==> config.mk <==
export PLATFORM = sky130hd
export DESIGN_NAME = i2c_master_ctrl
export DESIGN_NICKNAME = d
export VERILOG_FILES = /design/src/rtl/i2c_master_ctrl.sv
export SDC_FILE = /design/constraint.sdc
export NUM_CORES = 1
export LEC_CHECK = 0
export ABC_CLOCK_PERIOD_IN_PS = 3800
export CAP_MARGIN = 20
export CORE_MARGIN = 2
export CORE_UTILIZATION = 58
export CTS_BUF_LIST = sky130_fd_sc_hd__clkbuf_16
export CTS_CLUSTER_DIAMETER = 100
export DETAILED_ROUTE_END_ITERATION = 8
export GPL_TIMING_DRIVEN = 0
export PLACE_DENSITY = 0.92
export RECOVER_POWER = 25
export SYNTH_ARGS = -nofsm -noshare
export SYNTH_HDL_FRONTEND = slang
export SYNTH_SLANG_ARGS = --single-unit
export TNS_END_PERCENT = 5
==> constraint.sdc <==
create_clock -name clk -period 3.8 [get_ports clk]
set_input_delay 0.38 -clock clk [delete_from_list [all_inputs] [get_ports clk]]
set_output_delay 0.38 -clock clk [all_outputs]
set_load 0.03 [all_outputs]
==> src/rtl/i2c_master_ctrl.sv <==
// i2c_master_ctrl
// Byte-level I2C master. Turns a parallel command (7-bit address, R/W,
// write byte) into START / address / data / ACK / STOP sequences on
// open-drain SDA and SCL, paced by the phase outputs of the I2C clock divider.
//
// Ports
//   clk           system clock (shared with the divider)
//   reset         synchronous, active-low
//   scl_clk       divider SCL phase
//   data_clk      divider data phase
//   data_clk_prev data_clk delayed by one clk
//   ena           transaction request / continue (level)
//   addr, rw      slave address and direction (1 = read)
//   data_wr       byte to write
//   sda_in        synchronised SDA pin level
//   busy          command accepted / transfer in progress
//   data_rd       last byte read
//   ack_error     slave NACK seen since last START
//   sda_oe        1 = pull SDA low
//   scl_oe        1 = pull SCL low
module i2c_master_ctrl (
    input  logic       clk,
    input  logic       reset,
    input  logic       scl_clk,
    input  logic       data_clk,
    input  logic       data_clk_prev,
    input  logic       ena,
    input  logic [6:0] addr,
    input  logic       rw,
    input  logic [7:0] data_wr,
    input  logic       sda_in,
    output logic       busy,
    output logic [7:0] data_rd,
    output logic       ack_error,
    output logic       sda_oe,
    output logic       scl_oe
);

    typedef enum logic [3:0] {
        READY,
        START,
        COMMAND,
        SLV_ACK1,
        WR,
        RD,
        SLV_ACK2,
        MSTR_ACK,
        STOP
    } state_t;

    state_t     state;
    state_t     state_nxt;
    logic       scl_ena;
    logic       sda_int;
    logic [2:0] bit_cnt;
    logic [7:0] addr_rw;
    logic [7:0] data_tx;
    logic [7:0] data_rx;

    // rise: SCL low, bits change; fall: SCL high, bits are sampled.
    logic       rise;
    logic       fall;
    logic [7:0] cmd;
    logic       same_cmd;

    assign rise     = data_clk & ~data_clk_prev;
    assign fall     = ~data_clk & data_clk_prev;
    assign cmd      = {addr, rw};
    assign same_cmd = (cmd == addr_rw);

    // State register
    always_ff @(posedge clk) begin
        if (!reset) begin
            state <= READY;
        end else begin
            state <= state_nxt;
        end
    end

    // Next-state logic: transitions only on rise
    always_comb begin
        state_nxt = state;
        if (rise) begin
            case (state)
                READY:    if (ena) state_nxt = START;
                START:    state_nxt = COMMAND;
                COMMAND:  if (bit_cnt == 3'd0) state_nxt = SLV_ACK1;
                SLV_ACK1: state_nxt = addr_rw[0] ? RD : WR;
                WR:       if (bit_cnt == 3'd0) state_nxt = SLV_ACK2;
                RD:       if (bit_cnt == 3'd0) state_nxt = MSTR_ACK;
                SLV_ACK2: begin
                    if (!ena)          state_nxt = STOP;
                    else if (same_cmd) state_nxt = WR;
                    else               state_nxt = START;
                end
                MSTR_ACK: begin
                    if (!ena)          state_nxt = STOP;
                    else if (same_cmd) state_nxt = RD;
                    else               state_nxt = START;
                end
                STOP:     state_nxt = READY;
                default:  state_nxt = READY;
            endcase
        end
    end

    // Datapath registers
    always_ff @(posedge clk) begin
        if (!reset) begin
            busy      <= 1'b0;
            scl_ena   <= 1'b0;
            sda_int   <= 1'b1;
            bit_cnt   <= 3'd7;
            addr_rw   <= '0;
            data_tx   <= '0;
            data_rx   <= '0;
            data_rd   <= '0;
            ack_error <= 1'b0;
        end else if (rise) begin
            case (state)
                READY: begin
                    busy    <= ena;
                    sda_int <= 1'b1;
                    if (ena) begin
                        addr_rw <= cmd;
                        data_tx <= data_wr;
                    end
                end
                START: begin
                    busy      <= 1'b1;
                    ack_error <= 1'b0;
                    sda_int   <= addr_rw[7];
                    bit_cnt   <= 3'd7;
                end
                COMMAND: begin
                    if (bit_cnt == 3'd0) begin
                        sda_int <= 1'b1;
                    end else begin
                        bit_cnt <= bit_cnt - 3'd1;
                        sda_int <= addr_rw[bit_cnt - 3'd1];
                    end
                end
                SLV_ACK1: begin
                    bit_cnt <= 3'd7;
                    sda_int <= addr_rw[0] ? 1'b1 : data_tx[7];
                end
                WR: begin
                    busy <= 1'b1;
                    if (bit_cnt == 3'd0) begin
                        sda_int <= 1'b1;
                        bit_cnt <= 3'd7;
                    end else begin
                        bit_cnt <= bit_cnt - 3'd1;
                        sda_int <= data_tx[bit_cnt - 3'd1];
                    end
                end
                RD: begin
                    busy <= 1'b1;
                    if (bit_cnt == 3'd0) begin
                        // ACK only when the user is continuing the same read
                        sda_int <= ~(ena & same_cmd);
                        bit_cnt <= 3'd7;
                        data_rd <= data_rx;
                    end else begin
                        bit_cnt <= bit_cnt - 3'd1;
                    end
                end
                SLV_ACK2: begin
                    if (ena) begin
                        busy    <= 1'b0;
                        addr_rw <= cmd;
                        data_tx <= data_wr;
                        if (same_cmd) sda_int <= data_wr[7];
                    end
                end
                MSTR_ACK: begin
                    if (ena) begin
                        busy    <= 1'b0;
                        addr_rw <= cmd;
                        data_tx <= data_wr;
                        if (same_cmd) sda_int <= 1'b1;
                    end
                end
                STOP: begin
                    busy    <= 1'b0;
                    sda_int <= 1'b1;
                end
                default: ;
            endcase
        end else if (fall) begin
            case (state)
                START:              scl_ena   <= 1'b1;
                STOP:               scl_ena   <= 1'b0;
                SLV_ACK1, SLV_ACK2: ack_error <= ack_error | sda_in;
                RD:                 data_rx[bit_cnt] <= sda_in;
                default: ;
            endcase
        end
    end

    // Line drivers. START pulls SDA only in phase 3 (SCL high) and STOP
    // releases it only in phase 3, producing the bus conditions.
    always_comb begin
        scl_oe = scl_ena & ~scl_clk;
        case (state)
            START:   sda_oe = scl_clk & ~data_clk;
            STOP:    sda_oe = ~(scl_clk & ~data_clk);
            default: sda_oe = ~sda_int;
        endcase
    end

endmodule

==> results.sh, run 1 <==
export IMPL_r2r_end="sda_int$_SDFFE_PN1P_"
export IMPL_cpPeakStageDelay_ns=0.66
export IMPL_setup_viol_count_final=0
export IMPL_start_util_pct=60.4
export IMPL_grt_util_all_layers_pct=25.2
export IMPL_sequentialPowerShare_pct=45.8
export IMPL_cp_slowest_cell="clkdlybuf4s50_1"
export IMPL_power_leakage_nw=1.09
export IMPL_drt_vias_per_instance=5.82
export IMPL_hold_worst_slack_ns=0.473
export IMPL_syn_num_nets=296
export IMPL_outcome="finished clean"
export IMPL_sw_frac_of_total_pct=25.1
export IMPL_diodes=0
export IMPL_place_detailed_hpwl_um=3850
export IMPL_critical_path_arrival_ns=2.59
export IMPL_dp_slack_ns=1.01
export IMPL_finalWorstSetupSlack_ns=0.833
export IMPL_hold_buf_cts=0
export IMPL_crit_path_end_kind="output port"
export IMPL_die_area_mm2=0.00473
export IMPL_timing_final_crit_share_pct=78.1
export IMPL_num_io_pins=35
export IMPL_drc_errors=0
export IMPL_layout_area_seq_um2=861
export IMPL_layout_core_utilization_pct=73.9
export IMPL_p_comb_share_pct=11.2
export IMPL_cts_clk_slew_worst_paths_ns=0.07
export IMPL_route_final_wire_length_um=5540
export IMPL_hold_class="flop to flop"
export IMPL_source_to_sink_clock_delay_at_the_later_pin_of_the_worst_skew_pair_ns=0.29
export IMPL_syn_avg_cell_area_um2=9.08
export IMPL_average_wire_length_per_cell_after_detail_routing_um=15.4
export IMPL_power_density_cell_area_mw_per_mm2=343
export IMPL_tightest_slew_ns=0.676
export IMPL_via_count=2091
export IMPL_drt_first_iter_violations=119
export IMPL_worst_clock_skew_ns=0.00646
export IMPL_cts_buffers_inserted=5
export IMPL_antenna_left=0
export IMPL_h_tree_depth=2
export IMPL_crit_path_max_fo=10
export IMPL_synth_cell_type_count=47
export IMPL_synth_flop_cell="dfxtp_1"
export IMPL_syn_cell_area_mm2=0.00243
export IMPL_grt_pass1_vias=1848
export IMPL_most_common_cell_after_layout_fill_and_taps_aside="dfxtp_1"
export IMPL_crit_required_ns=3.42
export IMPL_power_switching_w=0.000256
export IMPL_rsz0062_at_grt="no"
export IMPL_largest_net_degree_at_the_start_of_global_routing=16
export IMPL_grt_overflow=0
export IMPL_syn2layout_area_growth_pct=22.3
export IMPL_cell_internal_pwr_w=0.000764
export IMPL_cts_repair_resized=0
export IMPL_timing_critical_path_cells="clkbuf_1, clkbuf_1, nor3_1, nor2_1, a21oi_1, nand2_1, clkdlybuf4s50_1"
export IMPL_cts_post_setup_buffers_inserted=0
export IMPL_maxClockFrequency_ghz=0.337
export IMPL_min_period_ns=2.97
export IMPL_cts_root_to_sink_buffers=2
export IMPL_filler_cell_count=327
export IMPL_cts_root_buffer="clkbuf_16"
export IMPL_port_buffers=33
export IMPL_layout_cells_most_common_list="43 x dfxtp_1, 38 x nor2b_1, 34 x mux2i_1"
export IMPL_grt_antenna_before_repair=0
export IMPL_sequential_cell_area_fraction_in_the_yosys_report_pct=35.4
export IMPL_r2r_start="bit_cnt[0]$_SDFFE_PN1P_"
export IMPL_setup_total_negative_slack_ns=0
export IMPL_crit_type="flop to output port"
export IMPL_tritoncts_num_sinks=43
export IMPL_finalHoldViolations=0
export IMPL_synth_enable_flop_cells=0
export IMPL_gp_routability_congestion=0.897
export IMPL_fp_row_count=23
export IMPL_multiInputGateArea_mm2=0.00147
export IMPL_floorplan_die_width_um=68.8
export IMPL_hold_start="data_rx[0]$_SDFFE_PN0P_"
export IMPL_tritoncts="built"
export IMPL_grt_first_pass_wirelength_um=8730
export IMPL_layout_drive_gt1_share_pct=6.80
export IMPL_rr_worst_depth=9
export IMPL_final_max_slew_violation_count=0
export IMPL_hold_depth=2
export IMPL_placeableCoreArea_mm2=0.00403
export IMPL_synth_warnings=0
export IMPL_synth_async_reset_ratio_pct=0
export IMPL_ff2ff_setup_slack_ns=0.99
export IMPL_vdd_drop_max_mv=0.356
export IMPL_slew_headroom_pct=54.6
export IMPL_timing_critical_path_mode_cell="clkbuf_1"
export IMPL_netlist_instances=268
export IMPL_drv_cap=0
export IMPL_vertical_extent_of_the_die_um=68.8
export IMPL_hold_path_endpoint="data_rx[0]$_SDFFE_PN0P_"
export IMPL_drt_pass1_iter_count=5
export IMPL_clock_power_share_pct=43.0
export IMPL_worst_setup_path_start_kind="flop"
export IMPL_yosys_register_bits=43
export IMPL_final_nets=336
[kinds of logic after synthesis]
group / Yosys count / synth area share, %
xor+xnor: 10 / 3.60
mux: 38 / 18.0
buf+inv: 25 / 4.22
fa+ha+maj: 5 / 2.57
simple gates: 106 / 24.7
flops: 43 / 35.4
compound gates: 41 / 11.6
[final cells by class]
cell class | count | share of cell area (%)
clock buffers | 5 | 4.21
plain buffers | 16 | 2.31
inverters | 9 | 1.14
well taps | 50 | 2.10
multi-input cells | 200 | 49.4
flip-flops and latches | 43 | 28.9
repair buffers | 33 | 11.1
clock inverters | 3 | 0.799
[power by group through the flow]
stage               clock network, W  registers [W]   logic, W
finish                      0.000438       0.000467   0.000114
global route                0.000461       0.000468   0.000124
CTS                         0.000442       0.000467   0.000114
detailed placement                 0       0.000477   0.000113
global placement                   0       0.000476   0.000110
floorplan                          0       0.000476  0.0000672
[worst max-delay path: cells and delay by family (launching register included)]
kind	cells	cell delay [ns]
DFF	1	0.40
AOI/OAI and AO/OA	1	0.09
buffers and inverters	3	1.43
and+or+nand+nor	3	0.39
[cell usage after synthesis (all sizes together) (5+ instances only)]
| library cell | number | share of area (%) |
|---|---|---|
| o21ai | 10 | 2.1 |
| nand3 | 6 | 1.2 |
| mux2i | 34 | 14 |
| xnor2 | 9 | 3.2 |
| nand2 | 18 | 2.8 |
| dfxtp | 43 | 35 |
| a21oi | 9 | 1.9 |
| nor3 | 5 | 1.2 |
| nor2 | 17 | 2.6 |
| nand4 | 5 | 1.3 |
| clkbuf | 11 | 1.7 |
| buf | 5 | 1.1 |
| inv | 9 | 1.4 |
| nor2b | 38 | 9.8 |
| ha | 5 | 2.6 |
[flip-flops by register name, indices dropped and copies added (netlist names)]
name	cells
data_tx	8
sda_int	1
data_rd	8
busy	1
addr_rw	8
ack_error	1
data_rx	8
bit_cnt	3
scl_ena	1
state	4
[per-layer routing]
metal	track usage, %	wire length [um]
met2	41.5	2680
met4	10.5	150
met3	5.36	411
met5	0	0
met1	32.0	2300
[stage by stage]
step           instance area (um^2)  total power, W  std cells
2_1_floorplan                  2430        0.000543        268
3_3_place_gp                   2830        0.000586        351
3_5_place_dp                   2830        0.000589        351
4_1_cts                        2980         0.00102        359
5_1_grt                        2980         0.00105        359
6_report                       2980         0.00102        359
[worst max path at each step]
stage	to	start	depth (start not counted)	slack [ns]
final	sda_oe	state[3]$_SDFFE_PN0P_	7	0.83
after detailed placement	addr_rw[5]$_SDFFE_PN0P_	data_clk_prev	8	1.01
after global routing	sda_oe	state[3]$_SDFFE_PN0P_	7	0.71
after global placement	data_tx[0]$_SDFFE_PN0P_	data_clk_prev	8	1.06
after CTS	sda_oe	state[3]$_SDFFE_PN0P_	7	0.90
after floorplan	sda_int$_SDFFE_PN1P_	bit_cnt[0]$_SDFFE_PN1P_	9	1.34
Power figures use the tool's default switching activity.
==> inputs of run 2 (changes only) <==
--- a/config.mk
+++ b/config.mk
@@ -5,15 +5,15 @@
 export SDC_FILE = /design/constraint.sdc
 export NUM_CORES = 1
 export LEC_CHECK = 0
-export ABC_CLOCK_PERIOD_IN_PS = 3800
+export ABC_CLOCK_PERIOD_IN_PS = 2600
 export CAP_MARGIN = 20
 export CORE_MARGIN = 2
-export CORE_UTILIZATION = 58
+export CORE_UTILIZATION = 49
 export CTS_BUF_LIST = sky130_fd_sc_hd__clkbuf_16
 export CTS_CLUSTER_DIAMETER = 100
 export DETAILED_ROUTE_END_ITERATION = 8
 export GPL_TIMING_DRIVEN = 0
-export PLACE_DENSITY = 0.92
+export PLACE_DENSITY = 0.84
 export RECOVER_POWER = 25
 export SYNTH_ARGS = -nofsm -noshare
 export SYNTH_HDL_FRONTEND = slang
==> constraint.sdc (replaced) <==
create_clock -name clk -period 2.6 [get_ports clk]
set_input_delay 0.26 -clock clk [delete_from_list [all_inputs] [get_ports clk]]
set_output_delay 0.26 -clock clk [all_outputs]
set_load 0.03 [all_outputs]
==> results.sh, run 2 (synthesis results as in run 1) <==
export IMPL_h_tree_depth=2
export IMPL_grt_antenna_before_repair=0
export IMPL_filler_cell_count=416
export IMPL_sequentialPowerShare_pct=46.8
export IMPL_setup_viol_count_final=0
export IMPL_worst_clock_skew_ns=0.00418
export IMPL_cell_internal_pwr_w=0.00111
export IMPL_finalHoldViolations=0
export IMPL_port_buffers=33
export IMPL_crit_path_end_kind="flop"
export IMPL_grt_first_pass_wirelength_um=8890
export IMPL_via_count=2083
export IMPL_vdd_drop_max_mv=0.268
export IMPL_layout_area_seq_um2=862
export IMPL_cts_buffers_inserted=5
export IMPL_layout_cells_most_common_list="42 x dfxtp_1, 38 x nor2b_1, 34 x mux2i_1"
export IMPL_outcome="finished clean"
export IMPL_power_leakage_nw=1.14
export IMPL_crit_required_ns=2.74
export IMPL_worst_setup_path_start_kind="flop"
export IMPL_tightest_slew_ns=0.659
export IMPL_source_to_sink_clock_delay_at_the_later_pin_of_the_worst_skew_pair_ns=0.29
export IMPL_hold_worst_slack_ns=0.397
export IMPL_drt_first_iter_violations=156
export IMPL_grt_overflow=0
export IMPL_most_common_cell_after_layout_fill_and_taps_aside="dfxtp_1"
export IMPL_layout_drive_gt1_share_pct=10.2
export IMPL_timing_final_crit_share_pct=98.2
export IMPL_r2r_start="bit_cnt[0]$_SDFFE_PN1P_"
export IMPL_largest_net_degree_at_the_start_of_global_routing=14
export IMPL_p_comb_share_pct=11.7
export IMPL_hold_class="input port to flop"
export IMPL_placeableCoreArea_mm2=0.00475
export IMPL_placed_area_mm2=0.00285
export IMPL_cts_root_buffer="clkbuf_16"
export IMPL_gp_routability_congestion=0.866
export IMPL_drt_vias_per_instance=5.47
export IMPL_start_util_pct=51.2
export IMPL_tritoncts="built"
export IMPL_r2r_end="sda_int$_SDFFE_PN1P_"
export IMPL_fp_row_count=25
export IMPL_num_io_pins=35
export IMPL_antenna_left=0
export IMPL_crit_type="flop to flop"
export IMPL_grt_util_all_layers_pct=20.9
export IMPL_tritoncts_num_sinks=43
export IMPL_final_max_slew_violation_count=0
export IMPL_design_area_mm2=0.00306
export IMPL_diodes=0
export IMPL_power_switching_w=0.000348
export IMPL_vertical_extent_of_the_die_um=74.5
export IMPL_crit_path_max_fo=6
export IMPL_grt_pass1_vias=1933
export IMPL_drv_cap=0
export IMPL_clock_power_share_pct=41.5
export IMPL_place_detailed_hpwl_um=3900
export IMPL_cts_root_to_sink_buffers=2
export IMPL_die_area_mm2=0.00555
export IMPL_ff2ff_setup_slack_ns=0.05
export IMPL_cts_clk_slew_worst_paths_ns=0.06
export IMPL_power_density_cell_area_mw_per_mm2=476
export IMPL_multiInputGateArea_mm2=0.00149
export IMPL_floorplan_die_width_um=74.5
export IMPL_min_period_ns=2.55
export IMPL_maxClockFrequency_ghz=0.392
export IMPL_sw_frac_of_total_pct=23.9
export IMPL_timing_critical_path_from="bit_cnt[0]$_SDFFE_PN1P_"
export IMPL_slew_headroom_pct=55.7
export IMPL_endpoint="sda_int$_SDFFE_PN1P_"
export IMPL_layout_core_utilization_pct=64.4
export IMPL_rr_worst_depth=9
export IMPL_hold_buf_cts=0
export IMPL_final_nets=341
export IMPL_drc_errors=0
export IMPL_syn2layout_area_growth_pct=25.9
export IMPL_critical_path_arrival_ns=2.69
export IMPL_drt_pass1_iter_count=4
export IMPL_average_wire_length_per_cell_after_detail_routing_um=14.1
export IMPL_route_final_wire_length_um=5380
[run 2: cell type report]
type / instances / area share [%]
Timing Repair Buffer: 38 / 12.1
Sequential cell: 43 / 28.1
Buffer: 16 / 2.57
Clock buffer: 5 / 4.08
Tap cell: 67 / 2.74
Multi-Input combinational cell: 200 / 48.8
Clock inverter: 3 / 0.531
Inverter: 9 / 1.10
[run 2: metal layers]
layer	vias to the layer above	global-route usage (%)	routed length, um
met5	-	0	0
met4	0	9.13	136
li1	1037	-	-
met3	15	5.15	326
met1	959	26.8	2400
met2	72	33.3	2510
[run 2: how the worst min path moves through the flow]
stage,startpoint,slack (ns),to,depth (start not counted)
floorplan,reset,0.41,state[1]$_SDFFE_PN0P_,1
global placement,scl_ena$_SDFFE_PN0P_,0.46,scl_ena$_SDFFE_PN0P_,2
detailed placement,ack_error$_SDFFE_PN0P_,0.47,ack_error$_SDFFE_PN0P_,2
CTS,sda_in,0.41,ack_error$_SDFFE_PN0P_,3
global route,sda_in,0.44,data_rx[0]$_SDFFE_PN0P_,3
finish,sda_in,0.40,data_rx[0]$_SDFFE_PN0P_,3
[run 2: timing repair]
item / 4_1_cts / 5_1_grt
gates resized for setup: 5 / 12
pin swaps: 1 / 3
cloned: 0 / 0
setup buffers: 0 / 5
endpoints found under the setup margin: 2 / 2
[run 2: per-stage QoR]
stage                     setup TNS, ns  setup slack, ns  cells  power, W
after floorplan                       0            0.140    268  0.000794
after global placement           -0.519          -0.0713    368  0.000858
after detailed placement         -0.710           -0.164    368  0.000862
after CTS                             0          0.00134    376   0.00146
after global routing            -0.0284          -0.0284    381   0.00151
final                                 0           0.0464    381   0.00146
[run 2: critical path: stages (launching register included)]
cell and delay (ns):
dfxtp_1 0.33, buf_6 0.11, inv_1 0.09, ha_4 0.31, mux4_2 0.51, and2_4 0.18, a2111oi_4 0.31, a211oi_1 0.09
nor4_1 0.34, o311ai_1 0.12
[run 2: power by group through the flow]
| stage | clock network (W) | logic, W | registers (W) |
|---|---|---|---|
| after floorplan | 0 | 0.0000983 | 0.000696 |
| after global placement | 0 | 0.000162 | 0.000697 |
| after detailed placement | 0 | 0.000165 | 0.000697 |
| after CTS | 0.000612 | 0.000167 | 0.000682 |
| after global routing | 0.000644 | 0.000186 | 0.000684 |
| final | 0.000606 | 0.000171 | 0.000683 |
==> inputs of run 3 (changes only) <==
--- a/config.mk
+++ b/config.mk
@@ -10,7 +10,6 @@
 export CORE_MARGIN = 2
 export CORE_UTILIZATION = 49
 export CTS_BUF_LIST = sky130_fd_sc_hd__clkbuf_16
-export CTS_CLUSTER_DIAMETER = 100
 export DETAILED_ROUTE_END_ITERATION = 8
 export GPL_TIMING_DRIVEN = 0
 export PLACE_DENSITY = 0.84
==> results of run 3 <==
The final DEF is identical to that of run 2; final timing and power are the same.
